### config.mk
export PLATFORM = sky130hd
export DESIGN_NAME = key_entry_fsm
export DESIGN_NICKNAME = d
export VERILOG_FILES = /design/src/rtl/key_entry_fsm_pkg.sv /design/src/rtl/key_entry_fsm_key_edge_detect.sv /design/src/rtl/key_entry_fsm.sv
export SDC_FILE = /design/constraint.sdc
export NUM_CORES = 1
export LEC_CHECK = 0
export ABC_AREA = 1
export ABC_CLOCK_PERIOD_IN_PS = 3600
export BUFFER_PORTS_ARGS = -buffer_cell sky130_fd_sc_hd__buf_2
export CAP_MARGIN = 20
export CORE_AREA = 2 2 178 180
export CTS_BUF_LIST = sky130_fd_sc_hd__clkbuf_2 sky130_fd_sc_hd__clkbuf_4 sky130_fd_sc_hd__clkbuf_8
export DETAILED_ROUTE_END_ITERATION = 8
export DIE_AREA = 0 0 180 182
export GPL_ROUTABILITY_DRIVEN = 1
export GPL_TIMING_DRIVEN = 0
export SLEW_MARGIN = 20
export SYNTH_ARGS = -nofsm -noshare
export SYNTH_HDL_FRONTEND = slang
export SYNTH_HIERARCHICAL = 1
export SYNTH_SLANG_ARGS = --single-unit
### constraint.sdc
create_clock -name sw_clk -period 3.6 [get_ports sw_clk]
set_clock_uncertainty 0.15 [all_clocks]
set_input_delay 0.54 -clock sw_clk [delete_from_list [all_inputs] [get_ports sw_clk]]
set_output_delay 0.54 -clock sw_clk [all_outputs]
set_load 0.05 [all_outputs]
### src/rtl/key_entry_fsm_pkg.sv
// rtl/key_entry_fsm_pkg.sv - key codes, operator codes, states and helpers shared by key entry and calculate
package key_entry_fsm_pkg;

  localparam int DATA_W_DEF = 32;
  localparam int BUF_W      = 31;

  localparam logic [3:0] KEY_ADD  = 4'hA;
  localparam logic [3:0] KEY_SUB  = 4'hB;
  localparam logic [3:0] KEY_MUL  = 4'hC;
  localparam logic [3:0] KEY_DIV  = 4'hD;
  localparam logic [3:0] KEY_EQ   = 4'hE;
  localparam logic [3:0] KEY_NONE = 4'hF;

  localparam logic [2:0] OP_ADD  = 3'd0;
  localparam logic [2:0] OP_SUB  = 3'd1;
  localparam logic [2:0] OP_MUL  = 3'd2;
  localparam logic [2:0] OP_DIV  = 3'd3;
  localparam logic [2:0] OP_NONE = 3'd7;

  typedef enum logic [2:0] {
    S_OP1,
    S_OPR,
    S_OP2,
    S_WAIT,
    S_RES
  } state_t;

  function automatic logic is_digit(input logic [3:0] k);
    return k <= 4'd9;
  endfunction

  function automatic logic is_op(input logic [3:0] k);
    return (k >= KEY_ADD) && (k <= KEY_DIV);
  endfunction

  function automatic logic [2:0] key_to_op(input logic [3:0] k);
    logic [3:0] d;
    d = k - KEY_ADD;
    return d[2:0];
  endfunction

  // Negating {0, magnitude} maps a signed zero onto plain 0.
  function automatic logic [31:0] apply_sign(input logic neg, input logic [BUF_W-1:0] mag);
    logic [31:0] v;
    v = {1'b0, mag};
    return neg ? -v : v;
  endfunction

endpackage

### src/rtl/key_entry_fsm_key_edge_detect.sv
// rtl/key_entry_fsm_key_edge_detect.sv - turns the eBCD key level into a one-cycle press plus registered code
module key_edge_detect
  import key_entry_fsm_pkg::*;
(
  input  logic       sw_clk,
  input  logic       rst,
  input  logic [3:0] eBCD,
  output logic       press,
  output logic [3:0] key
);

  logic [3:0] prev_key;

  // A press needs an idle (F) level first, so key-to-key slides never fire.
  always_ff @(posedge sw_clk) begin
    if (rst) begin
      prev_key <= KEY_NONE;
      press    <= 1'b0;
      key      <= KEY_NONE;
    end else begin
      prev_key <= eBCD;
      press    <= (prev_key == KEY_NONE) && (eBCD != KEY_NONE);
      key      <= eBCD;
    end
  end

endmodule

### src/rtl/key_entry_fsm.sv
// rtl/key_entry_fsm.sv - operand/operator entry FSM feeding calculate; KEY_ENTRY_CHAIN_EN chains operators in S_OP2
module key_entry_fsm
  import key_entry_fsm_pkg::*;
#(
  parameter int MAX_DIGITS = 9,
  parameter int DATA_W     = DATA_W_DEF,
  parameter int CALC_LAT   = 1
) (
  input  logic              sw_clk,
  input  logic              rst,
  input  logic [3:0]        eBCD,
  input  logic [DATA_W-1:0] ans,
  output logic [DATA_W-1:0] operand1,
  output logic [DATA_W-1:0] operand2,
  output logic [2:0]        operator,
  output logic              calc_start,
  output logic [DATA_W-1:0] fnd_serial,
  output logic              digit_full
);

  localparam logic [3:0] MAX_CNT  = 4'(MAX_DIGITS);
  localparam logic [7:0] WAIT_END = 8'(CALC_LAT);

  logic             press;
  logic [3:0]       key;
  state_t           state;
  logic [BUF_W-1:0] buffer;
  logic             sign_bit;
  logic [3:0]       count;
  logic [DATA_W-1:0] result;
  logic [7:0]       wait_cnt;
`ifdef KEY_ENTRY_CHAIN_EN
  logic             chain_pend;
  logic [2:0]       pend_op;
`endif

  logic [BUF_W-1:0]  buf_acc;
  logic              acc_ok;
  logic [DATA_W-1:0] buf_val;

  key_edge_detect u_edge (
    .sw_clk (sw_clk),
    .rst    (rst),
    .eBCD   (eBCD),
    .press  (press),
    .key    (key)
  );

  // Leading zeros neither grow the buffer nor count as digits.
  assign buf_acc = buffer * 31'd10 + {27'd0, key};
  assign acc_ok  = (count < MAX_CNT) && !((buffer == '0) && (key == 4'd0));
  assign buf_val = DATA_W'(apply_sign(sign_bit, buffer));

  always_ff @(posedge sw_clk) begin
    if (rst) begin
      state      <= S_OP1;
      buffer     <= '0;
      sign_bit   <= 1'b0;
      count      <= '0;
      result     <= '0;
      wait_cnt   <= '0;
      operand1   <= '0;
      operand2   <= '0;
      operator   <= OP_NONE;
      calc_start <= 1'b0;
      fnd_serial <= '0;
      digit_full <= 1'b0;
`ifdef KEY_ENTRY_CHAIN_EN
      chain_pend <= 1'b0;
      pend_op    <= OP_NONE;
`endif
    end else begin
      calc_start <= 1'b0;
      case (state)
        S_OP1: begin
          if (press) begin
            if (is_digit(key)) begin
              if (acc_ok) begin
                buffer <= buf_acc;
                count  <= count + 4'd1;
              end
            end else if ((key == KEY_SUB) && (count == '0)) begin
              sign_bit <= ~sign_bit;
            end else if (is_op(key)) begin
              operand1 <= buf_val;
              operator <= key_to_op(key);
              buffer   <= '0;
              count    <= '0;
              sign_bit <= 1'b0;
              state    <= S_OPR;
            end
          end
        end
        S_OPR: begin
          if (press) begin
            if (is_digit(key)) begin
              if (acc_ok) begin
                buffer <= buf_acc;
                count  <= count + 4'd1;
              end
              state <= S_OP2;
            end else if (key == KEY_SUB) begin
              sign_bit <= ~sign_bit;
            end else if (is_op(key)) begin
              operator <= key_to_op(key);
            end
          end
        end
        S_OP2: begin
          if (press) begin
            if (is_digit(key)) begin
              if (acc_ok) begin
                buffer <= buf_acc;
                count  <= count + 4'd1;
              end
            end else if (key == KEY_EQ) begin
              operand2   <= buf_val;
              calc_start <= 1'b1;
              buffer     <= '0;
              count      <= '0;
              sign_bit   <= 1'b0;
              wait_cnt   <= '0;
              state      <= S_WAIT;
`ifdef KEY_ENTRY_CHAIN_EN
            end else if (is_op(key)) begin
              operand2   <= buf_val;
              calc_start <= 1'b1;
              buffer     <= '0;
              count      <= '0;
              sign_bit   <= 1'b0;
              wait_cnt   <= '0;
              chain_pend <= 1'b1;
              pend_op    <= key_to_op(key);
              state      <= S_WAIT;
`endif
            end
          end
        end
        S_WAIT: begin
          if (wait_cnt == WAIT_END) begin
            result <= ans;
            state  <= S_RES;
`ifdef KEY_ENTRY_CHAIN_EN
            if (chain_pend) begin
              operand1   <= ans;
              operator   <= pend_op;
              chain_pend <= 1'b0;
              state      <= S_OPR;
            end
`endif
          end else begin
            wait_cnt <= wait_cnt + 8'd1;
          end
        end
        S_RES: begin
          if (press) begin
            if (is_digit(key)) begin
              operand1 <= '0;
              operand2 <= '0;
              operator <= OP_NONE;
              sign_bit <= 1'b0;
              buffer   <= {27'd0, key};
              count    <= (key != 4'd0) ? 4'd1 : 4'd0;
              state    <= S_OP1;
            end else if (is_op(key)) begin
              operand1 <= result;
              operator <= key_to_op(key);
              buffer   <= '0;
              count    <= '0;
              sign_bit <= 1'b0;
              state    <= S_OPR;
            end
          end
        end
        default: state <= S_OP1;
      endcase

      // Display and full flag follow the state registered on the previous edge.
      case (state)
        S_OP1, S_OP2: fnd_serial <= buf_val;
        S_OPR:        fnd_serial <= operand1;
        default:      fnd_serial <= result;
      endcase
      digit_full <= (count == MAX_CNT);
    end
  end

endmodule
# After elaboration in Yosys (flattened, before gate mapping)
# Cells that the tools add are included.
[totals]
register_bits = 185
input_bits = 38
output_inout_bits = 101
wordCells = 167
[classes]
add_sub_neg = 5
n_mul = 1
magnitude_cmp = 4
n_eq_ne = 29
muxes = 85
bitwise = 3
reduce_logical = 26
[ops]
columns = ["operator", "count"]
rows = [
  ["$mux 32", 13],
  ["$mux 31", 12],
  ["$pmux 32 s2", 3],
  ["$pmux 31 s4", 1],
  ["$mux 3", 21],
  ["$mux 4", 12],
  ["$mux 8", 4],
  ["$neg 31->32", 1],
  ["$add 31x4->31", 1],
  ["$logic_not 31->1", 1],
  ["$mul 31x3->30 const B", 1],
  ["$ne 2x2->1 const B", 12],
  ["$reduce_and 10->1", 2],
  ["$eq 4x4->1 const B", 4],
  ["$pmux 4 s4", 1],
  ["$pmux 8 s2", 1],
  ["$reduce_and 8->1", 2],
  ["$pmux 3 s5", 1],
  ["$mux 1", 14],
  ["$ne 3x3->1 const B", 3],
  ["$pmux 3 s3", 1],
  ["$add 8x1->8 const B", 1],
  ["$eq 8x1->1 const B", 1],
  ["$le 4x4->1 const B", 2],
  ["24 further kinds", 38],
]

# Logic depth before layout (Yosys ltp)
[logic_depth]
ltp_word = 8
depth_mapped = 22
mapped_depth_nobuf = 21

# Modules after synthesis
# Netlist, hierarchy kept.
[modules_own_cells]
columns = ["mod", "instances", "cells_each", "area_per_inst_um2", "seq_area_each_um2"]
rows = [
  ["key_entry_fsm", 1, 1864, 12089.1, 3603.5],
  ["key_edge_detect", 1, 18, 160.2, 100.1],
]

# Least setup slack after synthesis
# Ideal clock, no wire load.
[synth_timing]
path_kind = "flip-flop to flip-flop"
from = "reg buffer[1]"
to = "reg buffer[25]"
setup_ns = 0.122
t_arrival_ns = 2.771
t_required_ns = 3.328
slack_ns = 0.557
path_stages_with_launch = 18
path_buffers = 0
synth_period_minus_slack_ns = 3.043
cell_sequence = "dfxtp_1 ha_1 ha_1 fa_1 xor2_1 inv_2 nor2_2 nand3_2 nor2_2 nand2_2 nor2_2 nand2_2 nor2_4 nand2_1 xor2_1 nand2_1 nand2_1 a21oi_2"
[synth_between]
elab_chain_len = 8
word_cells_on_any_way = 14
cone_classes = "add/sub: 1; mul: 1; mux: 8; reduce/logical: 4"
[synth_lines]
columns = ["item", "line", "text"]
rows = [
  ["from (decl)", "key_entry_fsm.sv:27", "logic [BUF_W-1:0] buffer;"],
  ["from (signal assigned)", "key_entry_fsm.sv:79", "buffer <= buf_acc;"],
  ["from (signal assigned)", "key_entry_fsm.sv:98", "buffer <= buf_acc;"],
  ["from (signal assigned)", "key_entry_fsm.sv:113", "buffer <= buf_acc;"],
  ["branches (longest 4 deep; another with $mul 31x3->30)", "n/a", ""],
  ["$mux 31 *", "key_entry_fsm.sv:78, key_entry_fsm.sv:97, key_entry_fsm.sv:112", ""],
  ["$mux 31, on equally long branches", "key_entry_fsm.sv:111, key_entry_fsm.sv:77, key_entry_fsm.sv:96", ""],
  ["$mux 31, on equally long branches", "key_entry_fsm.sv:110, key_entry_fsm.sv:76, key_entry_fsm.sv:95", ""],
  ["$pmux 31 s4 *", "key_entry_fsm.sv:74", "case (state)"],
]
# Mark *: on every way between the ends. The select of a mux whose other input is x is not followed.
# A chain may end at the register's enable or synchronous reset.

# Worst setup path in the final report
[layout_timing]
from = "reg buffer[1]"
to = "reg buffer[20]"
# Same word-level chain as after synthesis.

==> results.md <==
* Run status: complete, no violations
* Critical path class: flop to flop
* Power per standard cell area at 661 nW/um^2
* Post-synthesis sequential area ratio at 30.2%
* Slew Viols, Final at 0
* Antenna viol nets, final at 0
* Initial DRC count at 1251
* Final design utilization at 44.8%
* Core Area at 31000 sq um
* RSZ-0062 raised after global routing: no
* R2r startpoint: buffer[1]
* Critical Path, Cell by Cell: ha_1 > ha_2 > fa_2 > nand2_1 > inv_1 > nand4_1 > nand2_1 > nand2_1 > nor2_2 > nand2_2 > nor2_2 > nand3_2 > nor3_4 > buf_4 > nor2_1 > o21ai_0 > a21oi_1
* PortBufs at 138
* Actual slew at the worst max-slew pin at between 0.8 and 0.9 ns
* CTS Sinks at ~190
* CP max-delay cell: fa_2
* WHS at 0.0894 ns
* Die H at 182 um
* CTS root buf: clkbuf_8
* Setup crit end: buffer[20]
* Number of global-route vias before repair at 12266
* Synth top area cells: dfxtp_1 30%, nand2_1 15%, ha_1 6.4%
* Avg Cell Area, Syn at 6.51 sq um
* Mapped Area at 12200 sq um
* CTS tree: done
* Die area at 32800 sq um
* TNS Setup at 0 ns
* Clk pin slew, worst setup/hold paths at 0.11 ns
* RR Endpoint: buffer[20]
* Area growth syn-to-layout at 13.4%
* Share of cells above drive strength 1 at 14.5%
* Syn nets at between 1500 and 2000
* CTS Buf Count at 17
* Worst path bufs/invs at 2
* CP dominant cell by count: nand2_1
* GR Overflow Total at 0
* H-tree levels at 4
* Primary FF master, synth: dfxtp_1
* Diodes inserted at 0
* Min Tclk post-route at about 3.3 ns
* R2r setup slk at 0.29 ns
* Reg2Reg Depth at 17
* WP data arrival at 3.56 ns
* Synthesis Warnings at 6
* Via count at 13370
* Max-cap violations at 0
* Worst-skew pair later-pin latency at 0.50 ns
* CP peak stage delay at 0.57 ns
* Period utilization at approximately 92%
* Worst path depth at 17
* Final WL at between 40 and 50 mm
* Peak Freq at 302 MHz
* Worst hold path type: input pin to flop
* GPL Wtd Cong at roughly 0.93
* Critical path endpoint category: flop
* CP Launch Type: flop
* Max clock buf depth at 2
* Die X at 180 um
* Crit-path max FO at 7
* Post-synth top area cell: dfxtp_1
* First-pass GRT wire length at 67.0 mm
* Number of synthesized flops with an enable pin at 0
* Starting Density at 39.5%
* Required @ worst endpoint at 3.85 ns
* Leak Pwr at 6.50 nW
* Post-synthesis cell count at 1882
* Initial antenna violation count at 0
* Final nets at between 2000 and 2500
* Drt first pass iters at 5
* Pre-CTS setup slack at 0.0825 ns
* Top cell type's share of synthesized area at 30.2%
* Seq cells post-synth at 185
* Total GRT Usage at 25.6%
* Worst Setup SP: buffer[1]
* Slack of the critical path at 0.290 ns
* Dpl hpwl at 33.4 mm
* Routed wire per std cell at 17.3 um
* Largest net degree at the start of global routing at 17
* Vias per cell at 5.45
* Hold buffers post-CTS at 0
* Maximum vdd drop at 0.000457 V
* Setup-failing EPs final at 0
* Delay-heaviest family, CP: simple AND/OR/NAND/NOR gates
* Num rows at 65
* Final Hold Fails at 0
* Distinct cells, synth at 51
* Synth cell count leaders: 485 x nand2_1, 185 x dfxtp_1, 173 x inv_1
* Synth async-reset ratio at 0%
* I/O Pins at 139
* Drc violations at 0
* Rel. slew slack at roughly two fifths
* Count leader, synth: nand2_1
[power by group]
group / total, mW / leakage [nW] / internal (mW) / switching [mW]
Combinational: 4.95 / 4.79 / 1.27 / 3.69
Sequential: 2.78 / 1.51 / 2.42 / 0.366
Clock: 1.45 / 0.192 / 0.620 / 0.826
Total: 9.18 / 6.50 / 4.30 / 4.88
[how the worst min path moves through the flow]
stage / from / end / slack, ns / cells after the start
after CTS: eBCD[0] / u_edge/prev_key[0] / 0.08 / 2
after global routing: eBCD[0] / u_edge/prev_key[0] / 0.09 / 2
after global placement: operator[2] / operator[2] / 0.29 / 2
after floorplan: count[2] / digit_full / 0.29 / 1
final: eBCD[0] / u_edge/prev_key[0] / 0.09 / 2
after detailed placement: operator[2] / operator[2] / 0.29 / 2
[logic make-up after synthesis]
| kind of cell | share of synthesized area [%] |
|---|---|
| and+or+nand+nor | 30.3 |
| DFF | 30.2 |
| adders and majority gates | 6.76 |
| buffers and inverters | 9.17 |
| AOI/OAI and AO/OA | 20.2 |
| xor gates and xnor gates | 3.29 |
[per-stage QoR]
step | power (mW) | cells | cell area (sq um)
CTS | 9.11 | 2454 | 13800
global route | 9.75 | 2455 | 13900
detailed placement | 7.68 | 2422 | 13400
floorplan | 6.24 | 1882 | 12200
global placement | 7.65 | 2422 | 13400
finish | 9.18 | 2455 | 13900
[cell type report]
class	instances	area (sq um)
fill	3256	17100
multi-input combinational	1405	7440
sequential	185	3730
inverter	203	762
timing repair buffer	139	698
tap	402	503
buffer	89	362
clock buffer	21	283
clock inverter	11	110
[cell usage in the layout, fill, tap and decap left out, types with 4 or more instances in the layout]
| cell | count |
|---|---|
| dfxtp_1 | 166 |
| nand2_1 | 485 |
| o21ai_1 | 38 |
| buf_2 | 154 |
| o211ai_1 | 27 |
| a31oi_1 | 51 |
| xor2_1 | 39 |
| a21oi_1 | 149 |
| a211oi_1 | 7 |
| o21ai_0 | 125 |
| nor4_1 | 12 |
| clkbuf_1 | 68 |
| inv_1 | 173 |
| or2_1 | 4 |
| ha_1 | 62 |
| nor3_1 | 19 |
| clkbuf_8 | 20 |
| nand4_1 | 42 |
| clkinvlp_4 | 4 |
| clkinv_1 | 4 |
| nand3_2 | 5 |
| nor2_2 | 21 |
| a41oi_1 | 16 |
| nand3_1 | 68 |
| nor2_1 | 163 |
| nand2_2 | 19 |
| nor2_4 | 7 |
| dfxtp_2 | 17 |
| xnor2_1 | 7 |
| inv_2 | 26 |
[layer usage]
layer	vias up	global-route usage, %	share of wire, %
li1	6605	-	-
met1	6203	36.0	47
met2	504	41.1	44
met3	58	3.59	6.8
met4	0	6.57	2.1
met5	-	0	0
[registers in the layout, summed over array words and instances (netlist names)]
| signal | count |
|---|---|
| wait_cnt | 8 |
| calc_start | 1 |
| count | 4 |
| state | 3 |
| result | 32 |
| operand1 | 32 |
| operator | 3 |
| fnd_serial | 32 |
| digit_full | 1 |
| operand2 | 32 |
| sign_bit | 1 |
| u_edge/press | 1 |
| u_edge/prev_key | 4 |
| buffer | 31 |
[what timing repair did]
action | CTS | global route
endpoints found under the setup margin | 0 | 13
resized for setup | 0 | 26
endpoints found under the hold margin | 0 | 0
buffers inserted | 0 | 1
No activity file was read; power rests on OpenSTA's default activity.
